File: config.mk
export PLATFORM = sky130hd
export DESIGN_NAME = reg_bank_param
export DESIGN_NICKNAME = d
export VERILOG_FILES = /design/src/rtl/reg_bank_param.sv
export SDC_FILE = /design/constraint.sdc
export NUM_CORES = 1
export LEC_CHECK = 0
export CAP_MARGIN = 20
export CORE_MARGIN = 1.5
export CORE_UTILIZATION = 44
export DETAILED_ROUTE_END_ITERATION = 12
export PLACE_DENSITY = 0.63
export SLEW_MARGIN = 20
export SYNTH_ARGS = -nofsm -noshare
export SYNTH_HDL_FRONTEND = slang
export SYNTH_SLANG_ARGS = --single-unit
File: constraint.sdc
create_clock -name clock -period 3.2 [get_ports clock]
set_clock_uncertainty 0.15 [all_clocks]
set_input_delay 0.64 -clock clock [delete_from_list [all_inputs] [get_ports clock]]
set_output_delay 0.64 -clock clock [all_outputs]
set_load 0.005 [all_outputs]
File: src/rtl/reg_bank_param.sv
// Instruction-driven register bank: 2**DEPTH_LOG2 registers of WIDTH bits,
// one instruction per cycle, with the selected register exposed on out.
module reg_bank_param #(
    parameter int WIDTH      = 8,
    parameter int DEPTH_LOG2 = 2
) (
    input  logic                            clock,
    input  logic                            reset,
    input  logic [4+DEPTH_LOG2+WIDTH-1:0]   inst,
    input  logic                            inst_en,
    output logic [WIDTH-1:0]                out,
    output logic                            ready,
    output logic                            error
);

    localparam int DEPTH      = 2 ** DEPTH_LOG2;
    localparam int INST_WIDTH = 4 + DEPTH_LOG2 + WIDTH;

    localparam logic [3:0] OP_NOP = 4'd0;
    localparam logic [3:0] OP_RDO = 4'd1;
    localparam logic [3:0] OP_LD  = 4'd2;
    localparam logic [3:0] OP_INC = 4'd3;
    localparam logic [3:0] OP_DEC = 4'd4;
    localparam logic [3:0] OP_CLR = 4'd5;
    localparam logic [3:0] OP_MOV = 4'd6;

    typedef enum logic [1:0] {
        ST_RESET = 2'd0,
        ST_READY = 2'd1,
        ST_ERROR = 2'd2
    } state_t;

    state_t                  state_q, state_d;
    logic [DEPTH_LOG2-1:0]   out_sel_q, out_sel_d;
    logic [WIDTH-1:0]        regs_q [DEPTH];
    logic [WIDTH-1:0]        regs_d [DEPTH];

    logic [3:0]              code;
    logic [DEPTH_LOG2-1:0]   sel;
    logic [WIDTH-1:0]        imm;
    logic [DEPTH_LOG2-1:0]   mov_src;

    assign code    = inst[INST_WIDTH-1 -: 4];
    assign sel     = inst[WIDTH +: DEPTH_LOG2];
    assign imm     = inst[WIDTH-1:0];
    assign mov_src = imm[DEPTH_LOG2-1:0];

    always_ff @(posedge clock) begin
        if (reset) begin
            state_q   <= ST_RESET;
            out_sel_q <= '0;
            for (int i = 0; i < DEPTH; i++) begin
                regs_q[i] <= '0;
            end
        end else begin
            state_q   <= state_d;
            out_sel_q <= out_sel_d;
            regs_q    <= regs_d;
        end
    end

    always_comb begin
        state_d   = state_q;
        out_sel_d = out_sel_q;
        regs_d    = regs_q;
        case (state_q)
            ST_RESET: begin
                state_d = ST_READY;
            end
            ST_READY: begin
                if (inst_en) begin
                    case (code)
                        OP_NOP: ;
                        OP_RDO: out_sel_d   = sel;
                        OP_LD:  regs_d[sel] = imm;
                        OP_INC: regs_d[sel] = regs_q[sel] + WIDTH'(1);
                        OP_DEC: regs_d[sel] = regs_q[sel] - WIDTH'(1);
                        OP_CLR: begin
                            for (int i = 0; i < DEPTH; i++) begin
                                regs_d[i] = '0;
                            end
                        end
                        // Source is read from pre-edge state, so sel==src is a no-op.
                        OP_MOV: regs_d[sel] = regs_q[mov_src];
                        default: begin
                            state_d   = ST_ERROR;
                            out_sel_d = '0;
                            for (int i = 0; i < DEPTH; i++) begin
                                regs_d[i] = '0;
                            end
                        end
                    endcase
                end
            end
            default: begin
                // ERROR and the unreachable encoding both park here until reset.
                state_d   = ST_ERROR;
                out_sel_d = '0;
                for (int i = 0; i < DEPTH; i++) begin
                    regs_d[i] = '0;
                end
            end
        endcase
    end

    assign out   = regs_q[out_sel_q];
    assign ready = (state_q == ST_READY);
    assign error = (state_q != ST_RESET) && (state_q != ST_READY);

`ifdef SIM
    string state_str;
    string op_str;

    always_comb begin
        case (state_q)
            ST_RESET: state_str = "RESET";
            ST_READY: state_str = "READY";
            default:  state_str = "ERROR";
        endcase
        if (!inst_en) begin
            op_str = "----";
        end else begin
            case (code)
                OP_NOP:  op_str = "NOP";
                OP_RDO:  op_str = "RDO";
                OP_LD:   op_str = "LD";
                OP_INC:  op_str = "INC";
                OP_DEC:  op_str = "DEC";
                OP_CLR:  op_str = "CLR";
                OP_MOV:  op_str = "MOV";
                default: op_str = "ILLEGAL";
            endcase
        end
    end
`endif

endmodule

# Word-level counts from Yosys, hierarchy flattened
# Cells that the tools add are included.
[word_totals]
output_inout_bits = 10
inputBits = 17
ff_bits = 36
wordCells = 63
[op_classes]
n_eq_ne = 12
bitwise = 4
add_sub_neg = 2
reduce_logical = 11
mux = 24
order_cmp = 4
[op_table]
columns = ["op", "n"]
rows = [
  ["one-hot mux 32 bit (5 select lines)", 1],
  ["bitwise mux 32 bit", 4],
  ["one-hot mux 32 bit (2 select lines)", 1],
  ["two-way mux 8 bit", 7],
  ["binary-select mux 8 bit (select 2 bit)", 3],
  ["two-way mux 32 bit", 1],
  ["demux 8 bit (select 2 bit)", 1],
  ["== test 4 x 3 -> 1 bit (second input constant)", 3],
  ["one-hot mux 2 bit (2 select lines)", 3],
  ["greater-or-equal comparator 3 bit (second input constant)", 3],
  ["NOT 2 -> 3 bit", 3],
  ["adder 8 x 1 -> 8 bit (second input constant)", 1],
  ["== test 4 x 2 -> 1 bit (second input constant)", 2],
  ["inequality test 2 bit (second input constant)", 4],
  ["subtractor 8 x 1 -> 8 bit (second input constant)", 1],
  ["OR reduction 7 bit", 1],
  ["two-way mux 2 bit", 3],
  ["AND reduction 3 bit", 2],
  ["OR reduction 6 bit", 1],
  ["== test 4 x 1 -> 1 bit (second input constant)", 1],
  ["zero test 4 bit", 1],
  ["less-than comparator 3 x 1 -> 1 bit (second input constant)", 1],
  ["== test 2 x 1 -> 1 bit (second input constant)", 1],
  ["logical AND 1 bit", 2],
  ["6 further kinds", 6],
]

# Depth between registers and ports, before layout
[depth]
depth_word = 9
mapped_depth = 10
ltp_nobuf = 9

# Worst setup path after synthesis
# No wires, ideal clock.
[synth_path]
path_type = "input to register"
startpoint = "input port inst[8]"
endpoint = "register regs_q[12] in the netlist's numbering"
arrival_ps = 2445
t_required_ps = 2900
path_buffers = 1
slack_ps = 455
setup_ps = 150
cell_stages = 9
cell_sequence = "buf_6 -> mux4_2 -> inv_1 -> ha_1 -> inv_1 -> a211oi_1 -> xor2_1 -> a221oi_1 -> a311oi_1"
[synth_via]
elab_chain_cells = 9
elab_cells_between_ends = 18
classes_between = "add/sub (2); order compare (2); mux (12); bitwise (1); reduce/logical (1)"
[synth_rtl]
columns = ["element", "line_no", "source"]
rows = [
  ["start, declared", "9", "input logic [4+DEPTH_LOG2+WIDTH-1:0] inst,"],
  ["NOT 2 -> 3 bit (not written as such) *", "n/a", ""],
  ["binary-select mux 8 bit (select 2 bit), or another cell as far along", "76, 77", ""],
  ["two-way mux 8 bit (not written as such) / logical AND 1 bit (equally long branches)", "76, 77, 75", ""],
  ["two-way mux 8 bit, on equally long branches", "76, 77, 75", ""],
  ["subtractor 8 x 1 -> 8 bit, or another cell as far along", "77", "OP_DEC: regs_d[sel] = regs_q[sel] - WIDTH'(1);"],
  ["bitwise mux 32 bit, on equally long branches", "n/a", ""],
  ["one-hot mux 32 bit (5 select lines) *", "72", "case (code)"],
  ["two-way mux 32 bit *", "71", "if (inst_en) begin"],
  ["one-hot mux 32 bit (2 select lines) *", "66", "case (state_q)"],
  ["end signal, assigned", "58", "regs_q <= regs_d;"],
  ["end, declared", "35", "logic [WIDTH-1:0] regs_q [DEPTH];"],
]
# Every way passes the cells marked *; elsewhere a longest branch is shown, timed or not. The select of a mux whose other input is x is not followed.
# A chain may end at the register's enable or synchronous reset.

# Worst setup path in the final report
[layout_path]
startpoint = "input port inst[13]"
endpoint = "register regs_q[5] in the netlist's numbering"
[layout_via]
elab_chain_cells = 5
elab_cells_between_ends = 12
classes_between = "eq/ne (6); mux (3); reduce/logical (3)"
[layout_rtl]
columns = ["element", "line_no"]
rows = [
  ["== test 4 x 1 -> 1 bit / zero test 4 bit (equally long branches)", "72"],
  ["OR reduction 2 bit (no source line)", "n/a"],
  ["one-hot mux 32 bit (5 select lines)", "72"],
  ["two-way mux 32 bit", "71"],
  ["one-hot mux 32 bit (2 select lines)", "66"],
]
# Several ways; a longest one is shown, not always the timed one. The select of a mux whose other input is x is not followed.

==> run summary <==
Ant diodes = 0
Initial Util = 45.55%
# rows = 30
Crit path cell chain = clkdlybuf4s50_1 > buf_4 > o311ai_1 > a2111oi_2 > nand2_1 > buf_4 > nor2_1 > o21ai_0 > o31ai_4
Pleak = 1.404 nW
Setup CP Type = input pin to flip-flop
Full die area = 7586 um^2
Clk buf depth = 2
Syn Area/Cell = 8.189 um^2
Post-layout util = 57.16%
Slowest-stage cell, CP = o311ai_1
Placed cell count = 532
Crit path DAT = 3.00 ns
Main synth FF type = dfxtp_1
WL/cell = 20.49 um
DRT Pass-1 Iters = 4
Achievable frequency = 0.3353 GHz
DRC violations left = 0
RSZ-0062 raised after global routing = false
Gr ovfl total = 0
Slew margin rel. = 62.83%
EDFF count, synth = 0
Peak supply drop = 156.9 uV
Mapped Nets = 399
Post-synthesis register bit count = 36
Sequential area share after synthesis = 23.16%
CP peak stage delay = 0.47 ns
PD cells = 267.9 nW/um^2
Setup violators final = 0
Gr usage total = 30.28%
CTS resizes = 0
Die X = 87.10 um
Die height = 87.10 um
Clock transition at the registers of the reported paths = 0.07 ns
Final worst slack = 0.2178 ns
Detail Route Antenna Nets = 0
PortBufs = 26
Register area = 720.7 um^2
Final nets = 462
Initial antenna violation count = 0
First-pass GRT wire length = 17.09 mm
Total wire length = 11.04 mm
# IOs = 27
Pin count of the biggest net entering global routing = 17
Hold Vio Cnt, Final = 0
Pre-CTS setup slack = -0.2740 ns
Post-synth ARST share = 0%
Post-synth cell types = 59
Max-slew violations = 0
Setup bufs post-CTS = 0
CP Max Fanout = 12
Cts hold-fix bufs = 0
Hold WC Path Type = flip-flop to flip-flop
CTS tree = yes
Worst EP required = 3.22 ns
Fraction of layout cells with a size suffix above 1 = 22.57%
Status = complete, no violations
Worst Setup End Kind = flip-flop
Iter 0 DRT Violations = 340
Post-Synthesis Cells = 380
Hpwl dp = 8.174 mm
DR vias = 3455
Cell mode on critical path = buf_4
H-Tree Depth = 2
Fill cell count = 649
Crit start category = input pin
Area of the mapped netlist = 3112 um^2
Core footprint = 6832 um^2
Clk root buf = clkbuf_8
Tmin final = 2.982 ns
Non-filler cells, final = 539
Drt via density = 6.410
Inserted Clock Buffers = 5
Routability cong. = 0.9653
Max Cap Violations = 0
Multi-input logic area = 2240 um^2
Worst skew pair latency = 0.30 ns
TritonCTS sink count = 36
Yosys warning count = 0
Area growth, synth to finish = 25.49%
Final worst-path cycle share = 93.19%
Vias in the first global route = 3170
Worst-margin pin slew = 0.5562 ns
==> logic make-up (layout without fill, tap and decap cells) <==
kind of cell | after synthesis | after routing | synth area share (%)
mux | 27 | 27 | 18.50
compound gates | 137 | 137 | 29.31
fa+ha+maj | 2 | 2 | 0.8041
xor+xnor | 7 | 7 | 1.970
buf+inv | 38 | 101 | 5.067
flops | 36 | 36 | 23.16
simple gates | 133 | 133 | 21.19
==> worst max-delay path: cells and delay by family <==
kind,cells,cell delay [ns]
simple gates,2,0.50
buf+inv,3,0.84
compound gates,4,1.01
==> where the power goes <==
part	switching [W]	leakage (nW)	total [W]	internal, W
sequential	0.00000495	0.291	0.000457	0.000452
combinational	0.000153	1.07	0.000267	0.000114
clock	0.000174	0.0410	0.000322	0.000148
==> final cells by class <==
| type | instances | area share (%) |
|---|---|---|
| Sequential cell | 36 | 18.46 |
| Timing Repair Buffer | 87 | 18.46 |
| Clock buffer | 6 | 1.858 |
| Inverter | 7 | 0.6729 |
| Multi-Input combinational cell | 306 | 57.35 |
| Tap cell | 96 | 3.076 |
| Clock inverter | 1 | 0.1282 |
==> cell usage after synthesis (2+ instances only) <==
cell | instances | area (um^2)
a211oi_1 | 10 | 75.07
a21o_1 | 3 | 22.52
a21oi_1 | 33 | 165.2
a221oi_1 | 3 | 26.28
a22oi_1 | 9 | 67.56
a2bb2oi_1 | 2 | 17.52
a311oi_1 | 3 | 26.28
a31oi_1 | 6 | 37.54
a32oi_1 | 3 | 26.28
and2_1 | 2 | 12.51
buf_1 | 3 | 11.26
buf_2 | 6 | 30.03
clkbuf_1 | 21 | 78.83
dfxtp_1 | 36 | 720.7
ha_1 | 2 | 25.02
inv_1 | 7 | 26.28
mux2i_1 | 2 | 20.02
mux4_2 | 24 | 540.5
nand2_1 | 24 | 90.09
nand2b_1 | 11 | 68.82
nand3_1 | 14 | 70.07
nor2_1 | 46 | 172.7
nor2b_1 | 6 | 37.54
nor3_1 | 15 | 75.07
o211ai_1 | 3 | 22.52
o21a_1 | 4 | 30.03
o21ai_0 | 22 | 110.1
o21ai_1 | 14 | 70.07
o21bai_1 | 4 | 30.03
o22a_1 | 4 | 35.03
o311ai_1 | 3 | 26.28
o41ai_1 | 2 | 17.52
or4_1 | 2 | 15.01
xnor2_1 | 5 | 43.79
xor2_1 | 2 | 17.52
==> layer usage <==
layer / wire length [um] / track usage (%) / up-vias
li1: - / - / 1583
met1: 4703 / 40.41 / 1667
met2: 4929 / 46.23 / 167
met3: 908 / 6.540 / 38
met4: 500 / 15.30 / 0
met5: 0 / 0 / -
==> flip-flops by register name (all words and copies together) (netlist names) <==
signal,flops
regs_q,32
state_q,2
out_sel_q,2
==> worst paths after layout <==
path / slack, ns / from / depth (start not counted) / endpoint
worst max-delay path: 0.22 / inst[13] / 9 / regs_q[5]$_SDFFE_PP0P_
worst min-delay path: 0.36 / regs_q[14]$_SDFFE_PP0P_ / 2 / regs_q[14]$_SDFFE_PP0P_
worst max register to register: 0.75 / regs_q[0]$_SDFFE_PP0P_ / 9 / regs_q[10]$_SDFFE_PP0P_
worst min register to register: 0.36 / regs_q[14]$_SDFFE_PP0P_ / 2 / regs_q[14]$_SDFFE_PP0P_
==> layout by cell type, fill, tap and decap left out, types with 7 or more instances in the layout <==
| master | instances |
|---|---|
| buf_4 | 61 |
| nand3_1 | 14 |
| a21oi_1 | 33 |
| dfxtp_1 | 36 |
| nand2_1 | 24 |
| clkdlybuf4s50_1 | 25 |
| a22oi_1 | 9 |
| inv_1 | 7 |
| mux4_2 | 24 |
| nand2b_1 | 11 |
| o21ai_1 | 14 |
| nor2_1 | 46 |
| a211oi_1 | 10 |
| o21ai_0 | 22 |
| nor3_1 | 15 |
==> through the flow <==
stage          hold slack, ns  power (W)  instance area [um^2]  TNS, ns
4_1_cts                0.3632   0.001054                  3902        0
3_5_place_dp           0.3541  0.0007289                  3825   -4.361
3_3_place_gp           0.3465  0.0007259                  3825   -3.189
2_1_floorplan          0.3079  0.0006078                  3112        0
5_1_grt                0.3939   0.001092                  3905        0
6_report               0.3641   0.001046                  3905        0
Power figures use the tool's default switching activity.
